**config.mk**
```make
export PLATFORM = sky130hd
export DESIGN_NAME = fsic_is_rx_fifo
export DESIGN_NICKNAME = d
export VERILOG_FILES = /design/src/rtl/fsic_axis_pkg.sv /design/src/rtl/fsic_sync_fifo_mem.sv /design/src/rtl/fsic_is_rx_fifo.sv
export SDC_FILE = /design/constraint.sdc
export NUM_CORES = 1
export LEC_CHECK = 0
export BUFFER_PORTS_ARGS = -buffer_cell sky130_fd_sc_hd__buf_2
export CORE_ASPECT_RATIO = 2
export CORE_MARGIN = 2
export CORE_UTILIZATION = 55
export CTS_BUF_LIST = sky130_fd_sc_hd__clkbuf_4
export DETAILED_ROUTE_END_ITERATION = 7
export GPL_TIMING_DRIVEN = 0
export PLACE_DENSITY = 0.74
export SETUP_SLACK_MARGIN = 0.3
export SLEW_MARGIN = 20
export SYNTH_ARGS = -nofsm -noshare
export SYNTH_HDL_FRONTEND = slang
export SYNTH_SLANG_ARGS = --single-unit
```
**constraint.sdc**
```tcl
create_clock -name axis_clk -period 10.75 [get_ports axis_clk]
set_input_delay 1.6125 -clock axis_clk [delete_from_list [all_inputs] [get_ports axis_clk]]
set_output_delay 1.6125 -clock axis_clk [all_outputs]
set_load 0.03 [all_outputs]
```
**src/rtl/fsic_axis_pkg.sv**
```systemverilog
// fsic_axis_pkg
// Shared AXI-Stream field widths and the packed-word layout used by the
// IO serdes receive FIFO. Fields are stored with tuser in the low bits:
//   {tupsb, tdata, tstrb, tkeep, tlast, tid, tuser}
// At the default widths (tdata 32, tupsb 5) the packed word is 50 bits.
// The layout helpers are functions of the data and sideband widths, so a
// parameterised FIFO stays consistent with the layout.
package fsic_axis_pkg;

    localparam int AXIS_DATA_W  = 32;
    localparam int AXIS_UPSB_W  = 5;
    localparam int AXIS_TLAST_W = 1;
    localparam int AXIS_TID_W   = 2;
    localparam int AXIS_TUSER_W = 2;

    localparam int OFF_TUSER = 0;
    localparam int OFF_TID   = OFF_TUSER + AXIS_TUSER_W;
    localparam int OFF_TLAST = OFF_TID + AXIS_TID_W;
    localparam int OFF_TKEEP = OFF_TLAST + AXIS_TLAST_W;

    // tstrb and tkeep carry one bit per data byte
    function automatic int axis_strb_w(input int data_w);
        return data_w / 32'sd8;
    endfunction

    function automatic int axis_off_tstrb(input int data_w);
        return OFF_TKEEP + axis_strb_w(data_w);
    endfunction

    function automatic int axis_off_tdata(input int data_w);
        return axis_off_tstrb(data_w) + axis_strb_w(data_w);
    endfunction

    function automatic int axis_off_tupsb(input int data_w);
        return axis_off_tdata(data_w) + data_w;
    endfunction

    function automatic int axis_word_w(input int data_w, input int upsb_w);
        return axis_off_tupsb(data_w) + upsb_w;
    endfunction

    localparam int AXIS_WORD_W = axis_word_w(AXIS_DATA_W, AXIS_UPSB_W);

endpackage

```
**src/rtl/fsic_sync_fifo_mem.sv**
```systemverilog
// fsic_sync_fifo_mem
// Storage array for a synchronous FIFO: one clocked write port and one
// asynchronous (combinational) read port. Contents are not reset.
// Ports:
//   clk     : write clock (rising edge)
//   wr_en   : write enable
//   wr_addr : write address
//   wr_data : write data word
//   rd_addr : read address
//   rd_data : word currently stored at rd_addr
module fsic_sync_fifo_mem #(
    parameter int pWIDTH = 50,
    parameter int pDEPTH = 8
) (
    input  logic                      clk,
    input  logic                      wr_en,
    input  logic [$clog2(pDEPTH)-1:0] wr_addr,
    input  logic [pWIDTH-1:0]         wr_data,
    input  logic [$clog2(pDEPTH)-1:0] rd_addr,
    output logic [pWIDTH-1:0]         rd_data
);

    logic [pWIDTH-1:0] mem_r [pDEPTH];

    // Write port: store the incoming word when enabled
    always_ff @(posedge clk) begin
        if (wr_en) begin
            mem_r[wr_addr] <= wr_data;
        end
    end

    assign rd_data = mem_r[rd_addr];

endmodule

```
**src/rtl/fsic_is_rx_fifo.sv**
```systemverilog
// fsic_is_rx_fifo
// Receive FIFO between the IO serdes Rx path and a downstream AXI-Stream
// sink. The serdes cannot be back-pressured, so a beat arriving while the
// FIFO is full (and nothing leaves) is dropped and flagged on the sticky
// overflow bit. as_is_tready is returned to the remote transmitter and
// drops early enough (pTHRESHOLD free slots) to cover the round trip.
// The output is first-word-fall-through: m_* is the entry at the read
// pointer whenever m_tvalid is high.
// Ports:
//   axis_clk, axis_rst           : clock, async active-high reset
//   is_as_t*                     : beat received from the serdes
//   m_t*, m_tvalid, m_tready     : downstream AXI-Stream master
//   as_is_tready                 : registered flow-control bit to remote
//   fifo_count                   : current occupancy
//   overflow, clr_overflow       : sticky drop flag and its clear
module fsic_is_rx_fifo
    import fsic_axis_pkg::*;
#(
    parameter int pDATA_WIDTH                  = 32,
    parameter int pUSER_PROJECT_SIDEBAND_WIDTH = 5,
    parameter int pDEPTH                       = 8,
    parameter int pTHRESHOLD                   = 2
) (
    input  logic                                    axis_clk,
    input  logic                                    axis_rst,
    input  logic [pDATA_WIDTH-1:0]                  is_as_tdata,
    input  logic [pUSER_PROJECT_SIDEBAND_WIDTH-1:0] is_as_tupsb,
    input  logic [pDATA_WIDTH/8-1:0]                is_as_tstrb,
    input  logic [pDATA_WIDTH/8-1:0]                is_as_tkeep,
    input  logic                                    is_as_tlast,
    input  logic [1:0]                              is_as_tid,
    input  logic [1:0]                              is_as_tuser,
    input  logic                                    is_as_tvalid,
    output logic [pDATA_WIDTH-1:0]                  m_tdata,
    output logic [pUSER_PROJECT_SIDEBAND_WIDTH-1:0] m_tupsb,
    output logic [pDATA_WIDTH/8-1:0]                m_tstrb,
    output logic [pDATA_WIDTH/8-1:0]                m_tkeep,
    output logic                                    m_tlast,
    output logic [1:0]                              m_tid,
    output logic [1:0]                              m_tuser,
    output logic                                    m_tvalid,
    input  logic                                    m_tready,
    output logic                                    as_is_tready,
    output logic [$clog2(pDEPTH):0]                 fifo_count,
    output logic                                    overflow,
    input  logic                                    clr_overflow
);

    localparam int AW      = $clog2(pDEPTH);
    localparam int CW      = AW + 1;
    localparam int STRB_W  = axis_strb_w(pDATA_WIDTH);
    localparam int WORD_W  = axis_word_w(pDATA_WIDTH, pUSER_PROJECT_SIDEBAND_WIDTH);
    localparam int O_TSTRB = axis_off_tstrb(pDATA_WIDTH);
    localparam int O_TDATA = axis_off_tdata(pDATA_WIDTH);
    localparam int O_TUPSB = axis_off_tupsb(pDATA_WIDTH);

    logic [AW-1:0]     wr_ptr_r;
    logic [AW-1:0]     rd_ptr_r;
    logic [CW-1:0]     count_r;
    logic              m_tvalid_r;
    logic              overflow_r;
    logic              as_is_tready_r;

    logic              pop_s;
    logic              full_s;
    logic              push_ok_s;
    logic              drop_s;
    logic [CW-1:0]     count_next_s;
    logic              tready_next_s;
    logic [WORD_W-1:0] wr_word_s;
    logic [WORD_W-1:0] rd_word_s;

    // Handshake decode: a full FIFO still takes a beat when one leaves
    always_comb begin
        pop_s         = m_tvalid_r & m_tready;
        full_s        = (count_r == CW'(pDEPTH));
        push_ok_s     = is_as_tvalid & (~full_s | pop_s);
        drop_s        = is_as_tvalid & full_s & ~pop_s;
        count_next_s  = count_r + CW'(push_ok_s) - CW'(pop_s);
        tready_next_s = ((CW'(pDEPTH) - count_next_s) > CW'(pTHRESHOLD));
    end

    // Pointer, occupancy, valid and flow-control state
    always_ff @(posedge axis_clk or posedge axis_rst) begin
        if (axis_rst) begin
            wr_ptr_r       <= '0;
            rd_ptr_r       <= '0;
            count_r        <= '0;
            m_tvalid_r     <= 1'b0;
            as_is_tready_r <= 1'b0;
        end else begin
            if (push_ok_s) begin
                wr_ptr_r <= wr_ptr_r + AW'(1);
            end
            if (pop_s) begin
                rd_ptr_r <= rd_ptr_r + AW'(1);
            end
            count_r        <= count_next_s;
            m_tvalid_r     <= (count_next_s != '0);
            as_is_tready_r <= tready_next_s;
        end
    end

    // Sticky overflow: a drop wins over a simultaneous clear
    always_ff @(posedge axis_clk or posedge axis_rst) begin
        if (axis_rst) begin
            overflow_r <= 1'b0;
        end else if (drop_s) begin
            overflow_r <= 1'b1;
        end else if (clr_overflow) begin
            overflow_r <= 1'b0;
        end
    end

    assign wr_word_s = {is_as_tupsb, is_as_tdata, is_as_tstrb, is_as_tkeep,
                        is_as_tlast, is_as_tid, is_as_tuser};

    fsic_sync_fifo_mem #(
        .pWIDTH (WORD_W),
        .pDEPTH (pDEPTH)
    ) u_mem (
        .clk     (axis_clk),
        .wr_en   (push_ok_s),
        .wr_addr (wr_ptr_r),
        .wr_data (wr_word_s),
        .rd_addr (rd_ptr_r),
        .rd_data (rd_word_s)
    );

    assign m_tuser      = rd_word_s[OFF_TUSER +: AXIS_TUSER_W];
    assign m_tid        = rd_word_s[OFF_TID +: AXIS_TID_W];
    assign m_tlast      = rd_word_s[OFF_TLAST];
    assign m_tkeep      = rd_word_s[OFF_TKEEP +: STRB_W];
    assign m_tstrb      = rd_word_s[O_TSTRB +: STRB_W];
    assign m_tdata      = rd_word_s[O_TDATA +: pDATA_WIDTH];
    assign m_tupsb      = rd_word_s[O_TUPSB +: pUSER_PROJECT_SIDEBAND_WIDTH];
    assign m_tvalid     = m_tvalid_r;
    assign fifo_count   = count_r;
    assign overflow     = overflow_r;
    assign as_is_tready = as_is_tready_r;

endmodule

```
### After elaboration in Yosys (flattened, before gate mapping)

Memory sizes are Yosys's and may differ from the RTL's.
Index checks and enable logic that the tools add are counted.

| word-level totals | value |
|---|---|
| register bits after elaboration | 13 |
| bits in latches | 0 |
| RAM bits | 400 |
| bits in read-only memories | 0 |
| bits of input ports | 55 |
| logic and storage cells | 27 |
| memories | 1 |

Memory list:

| name | depth | width | read ports | clocked after Yosys merged registers in | write ports | line | text |
|---|---|---|---|---|---|---|---|
| u_mem.mem_r | 8 | 50 | 1 | 0 | 1 | fsic_sync_fifo_mem.sv:23 | `logic [pWIDTH-1:0] mem_r [pDEPTH];` |

| cells by class | value |
|---|---|
| $add $sub $neg | 5 |
| multiply operators | 0 |
| div/mod/pow operators | 0 |
| magnitude comparators | 1 |
| eq/ne operators | 1 |
| shifts and indexed selects | 0 |
| multiplexer cells | 4 |
| bitwise logic cells | 7 |
| reduce and logical (&&, ||, !) cells | 2 |

Operator list:

| operator | count |
|---|---|
| $add 3x1->3 const B | 2 |
| $add 4x1->4 | 1 |
| $and 1x1->1 | 4 |
| $eq 4x4->1 const B | 1 |
| $gt 4x2->1 const B | 1 |
| $mux 1 | 4 |
| $reduce_bool 4->1 | 1 |
| $sub 4x1->4 | 1 |
| $sub 4x4->4 const A | 1 |
| $not 1->1 | 2 |
| $reduce_bool 2->1 | 1 |
| $or 1x1->1 | 1 |

### Logic depth before layout (Yosys ltp)

| logic depth | value |
|---|---|
| depth after elaboration | 8 |
| mapped depth | 13 |
| mapped depth without buffers | 13 |

### Hierarchy

Synthesis repeated with hierarchy kept, for this count alone.

| unflattened totals | value |
|---|---|
| cell total of the unflattened synthesis | 653 |
| area, all modules | 16131.7 um2 |

Modules (own cells, without submodules):

| module | instances | cells each | area an instance (um2) | seq. area each (um2) |
|---|---|---|---|---|
| fsic_sync_fifo_mem | 1 | 591 | 15449.8 | 12011.5 |
| fsic_is_rx_fifo | 1 | 62 | 681.9 | 325.3 |

### Least setup slack after synthesis

OpenSTA, ideal clock, no wires.

| timing path | value |
|---|---|
| path kind | input port to flip-flop |
| from | in m_tready |
| to | mem u_mem.mem_r[1][0], enable pin |
| arrival time | 5665 ps |
| required time | 10231 ps |
| path slack | 4565 ps |
| cell stages on the path | 4 |
| cells stage by stage | a211oi_1 -> a21bo_2 -> or2_2 -> nor3_1 |

| on the way | value |
|---|---|
| longest elaborated chain between the ends | 5 |

Ends and longest elaborated chain:

| what | line | text |
|---|---|---|
| start: declaration | fsic_is_rx_fifo.sv:42 | `input logic m_tready,` |
| $and 1x1->1 | fsic_is_rx_fifo.sv:75 | `pop_s = m_tvalid_r & m_tready;` |
| $or 1x1->1 | fsic_is_rx_fifo.sv:77 | `push_ok_s = is_as_tvalid & (~full_s \| pop_s);` |
| $and 1x1->1 | fsic_is_rx_fifo.sv:77 |  |
| $mux 1 | fsic_sync_fifo_mem.sv:27 | `if (wr_en) begin` |
| $mux 1 (not written as such) | fsic_sync_fifo_mem.sv:28 | `mem_r[wr_addr] <= wr_data;` |
| end: declaration | fsic_sync_fifo_mem.sv:23 |  |

No other way between the ends.

### Worst setup path after layout

| timing path | value |
|---|---|
| from | reg rd_ptr_r[1] |
| to | out m_tupsb[3] |

| on the way | value |
|---|---|
| longest elaborated chain between the ends | 1 |

Ends and longest elaborated chain:

| what | line | text |
|---|---|---|
| start: declaration | fsic_is_rx_fifo.sv:58 | `logic [AW-1:0] rd_ptr_r;` |
| start signal: assignment | fsic_is_rx_fifo.sv:96 | `rd_ptr_r <= rd_ptr_r + AW'(1);` |
| $mem_v2 8x50 | -- |  |
| end: declaration | fsic_is_rx_fifo.sv:35 | `output logic [pUSER_PROJECT_SIDEBAND_WIDTH-1:0] m_tupsb,` |

No other way between the ends.

==> results.yml <==
outcome:
  outcome: "finished clean"
timing:
  drv_slew: 0
  min_period_over_period: 0.423
  slew_headroom: 0.418
  hold_violations: 0
  rsz0062_at_grt: "no"
  worst_pin_slew_ps: 868
  setup_violations: 0
  max_freq_mhz: 220
  finalCriticalPeriod_ps: 4550
  hold_slack_ps: 547
  setup-tns-final_ps: 0
  clock_skew_ps: 21.2
worst_setup_path:
  critPathArrivalTime_ps: 2930
  critical_path.max_fanout: 10
  path_cells: "buf_2, buf_1, mux4_2, mux2_2, buf_2"
  endpoint_kind: "primary output"
  slowest_stage: "buf_1"
  startpoint_type: "flip-flop"
  r2r-start: "fifo_count[1]"
  path_delay_family: "buffers and inverters"
  cp_num_buf_inv: 3
  crit_top_cell: "buf_2"
  cpPeakStageDelay_ps: 650
  cp.required_ps: 9140
  crit_start: "rd_ptr_r[1]"
  rrSetupSlack_ps: 7670
  path_class: "reg2out"
power:
  ir_worst_vdd_mv: 0.206
  power_w: 0.00508
  p_per_area_nw_per_um2: 270
  p_leak_nw: 6.59
global_routing:
  grt_pass1_vias: 8344
  grt_max_degree: 18
  globalRouteOverflowTotal: 0
  grt_first_pass_wirelength_um: 48800
  antenna_found_initial: 4
  grt.total_usage: 0.217
cells_and_area:
  register_area_um2: 12300
  final_layout_size_suffix_gt1_frac: 0.399
  fin_nets: 955
  utilization: 0.653
  final_cell_area_um2: 18800
  area_delta_synth_final_pct: 17.1
  fillers: 1896
  multi_input_area_um2: 3530
clock_network:
  h-tree-depth: 3
  path_clk_slew_ps: 70
  numClockSinks: 413
  cts_tree: "done"
  ctsResizeCount: 0
  clk_path_buf_depth: 3
  cts_buffers: 86
  cts-root-buf: "clkbuf_4"
  ctsHoldBuffers: 0
  clock_latency_ps: 720
  cts_post_setup_buffers_inserted: 0
die:
  die_h_um: 246
  start_util: 0.557
  die_area_um2: 30700
  row_count: 88
  die_w_um: 125
  core-area_um2: 28800
  top_level_ports: 112
route:
  drt-initial-drc-count: 604
  num_vias: 7651
  wl_per_cell_um: 24.9
  drtAntennaViolNets: 0
  wirelength_um: 32700
  drc_errors: 0
  first_pass_iters: 6
  drt-vias-per-instance: 5.82
synthesis:
  synth-async-reset-ratio: 0.0315
  ys_seq_area_frac: 0.767
  syn_area_um2: 16100
  ys_types: 35
  ys.flop_type: "edfxtp_1"
  synth_top_area_cell: "edfxtp_1"
  yosysMostFrequentCell: "edfxtp_1"
  syn_avg_cell_area_um2: 24.4
  synth_area_leaders: "edfxtp_1 75%, mux4_1 11%, mux4_2 4.5%, mux2_2 3.6%, dfrtp_1 2.0%"
  yosysWarnings: 0
  synth_commonest_cells: "400 x edfxtp_1, 68 x mux4_1, 52 x mux2_2, 32 x mux4_2, 13 x dfrtp_1"
  netlist.area_leader.share: 0.747
  ys_ff_latch: 413
  syn_inst: 659
  syn-num-nets: 724
  synth_edf_count: 400
placed_design:
  detailed_place_hpwl_um: 21500
  gp_congestion: 0.714
  port_buffers: 111
  placed_area_um2: 17800
flow_run:
  max-cap-violations: 0
hold_path:
  min_path_type: "reg2reg"
  min_from: "overflow"
registers in the layout, summed over array words and instances (netlist names):
| name | count |
|---|---|
| u_mem.mem_r | 400 |
| fifo_count | 4 |
| rd_ptr_r | 3 |
| wr_ptr_r | 3 |
| as_is_tready | 1 |
| m_tvalid | 1 |
| overflow | 1 |
layer usage:
layer,GRT usage,vias up,share of wire
li1,-,3377,-
met1,0.242,3980,0.36
met2,0.404,247,0.57
met3,0.0437,45,0.044
met4,0.0882,2,0.020
met5,0,-,0.00040
layout make-up:
type,instances,area share
Inverter,13,0.00259
Timing Repair Buffer,143,0.0630
Multi-Input combinational cell,204,0.187
Clock buffer,121,0.0483
Antenna cell,3,0.000399
Buffer,29,0.0115
Clock inverter,29,0.00758
Sequential cell,413,0.655
Tap cell,360,0.0239
report_power, final:
part | switching [W] | internal (W)
Clock | 0.000562 | 0.000545
Sequential | 0.0000597 | 0.00200
Combinational | 0.00110 | 0.000812
cell usage in the layout, fill, tap and decap left out, types with 2 or more instances in the layout:
cell type  Yosys  routed
nand2_1        5       5
clkinv_2       0       6
nor2_1         9       3
mux2_2        52      52
nor2_4         0       6
ha_1           9       9
edfxtp_1     400     400
buf_8          8       8
clkbuf_1       8       8
buf_4          0       6
clkinv_1       0      20
buf_1          9       9
buf_16         0      18
xor2_1         3       3
mux4_2        32      32
dfrtp_1       13      13
and2_1         2       2
clkbuf_4       0     121
inv_2          1       3
mux4_1        68      68
inv_1         12      12
buf_6          2      10
nand2b_1       3       3
buf_2          2     113
nor3_2         0       2
nand3_1        3       3
diode_2        0       3
final timing paths:
kind / to / depth (start not counted)
worst min-delay path: overflow / 2
min in group asynchronous: wr_ptr_r[2] / 2
max in group asynchronous: fifo_count[1] / 2
worst max-delay path: m_tupsb[3] / 5
worst min register to register: overflow / 2
worst max register to register: as_is_tready / 11
stage by stage:
step | setup WS, ps | cells
final | 6200 | 1315
after global routing | 6150 | 1315
after CTS | 6170 | 1312
after detailed placement | 6450 | 1162
after global placement | 937 | 1130
after floorplan | 4570 | 659
worst min-delay path, cell delays in order, from the launching register on:
cell and delay, ps:
dfrtp_1 390, inv_1 50, o21ai_0 70
cell families after synthesis:
| group | Yosys count | synth area share |
|---|---|---|
| muxes | 152 | 0.192 |
| AOI/OAI and AO/OA | 9 | 0.00428 |
| adders and majority gates | 10 | 0.00825 |
| buffers and inverters | 42 | 0.0165 |
| and+or+nand+nor | 29 | 0.00895 |
| DFF | 413 | 0.767 |
| xor gates and xnor gates | 4 | 0.00218 |
(Power assumes the default switching activity.)
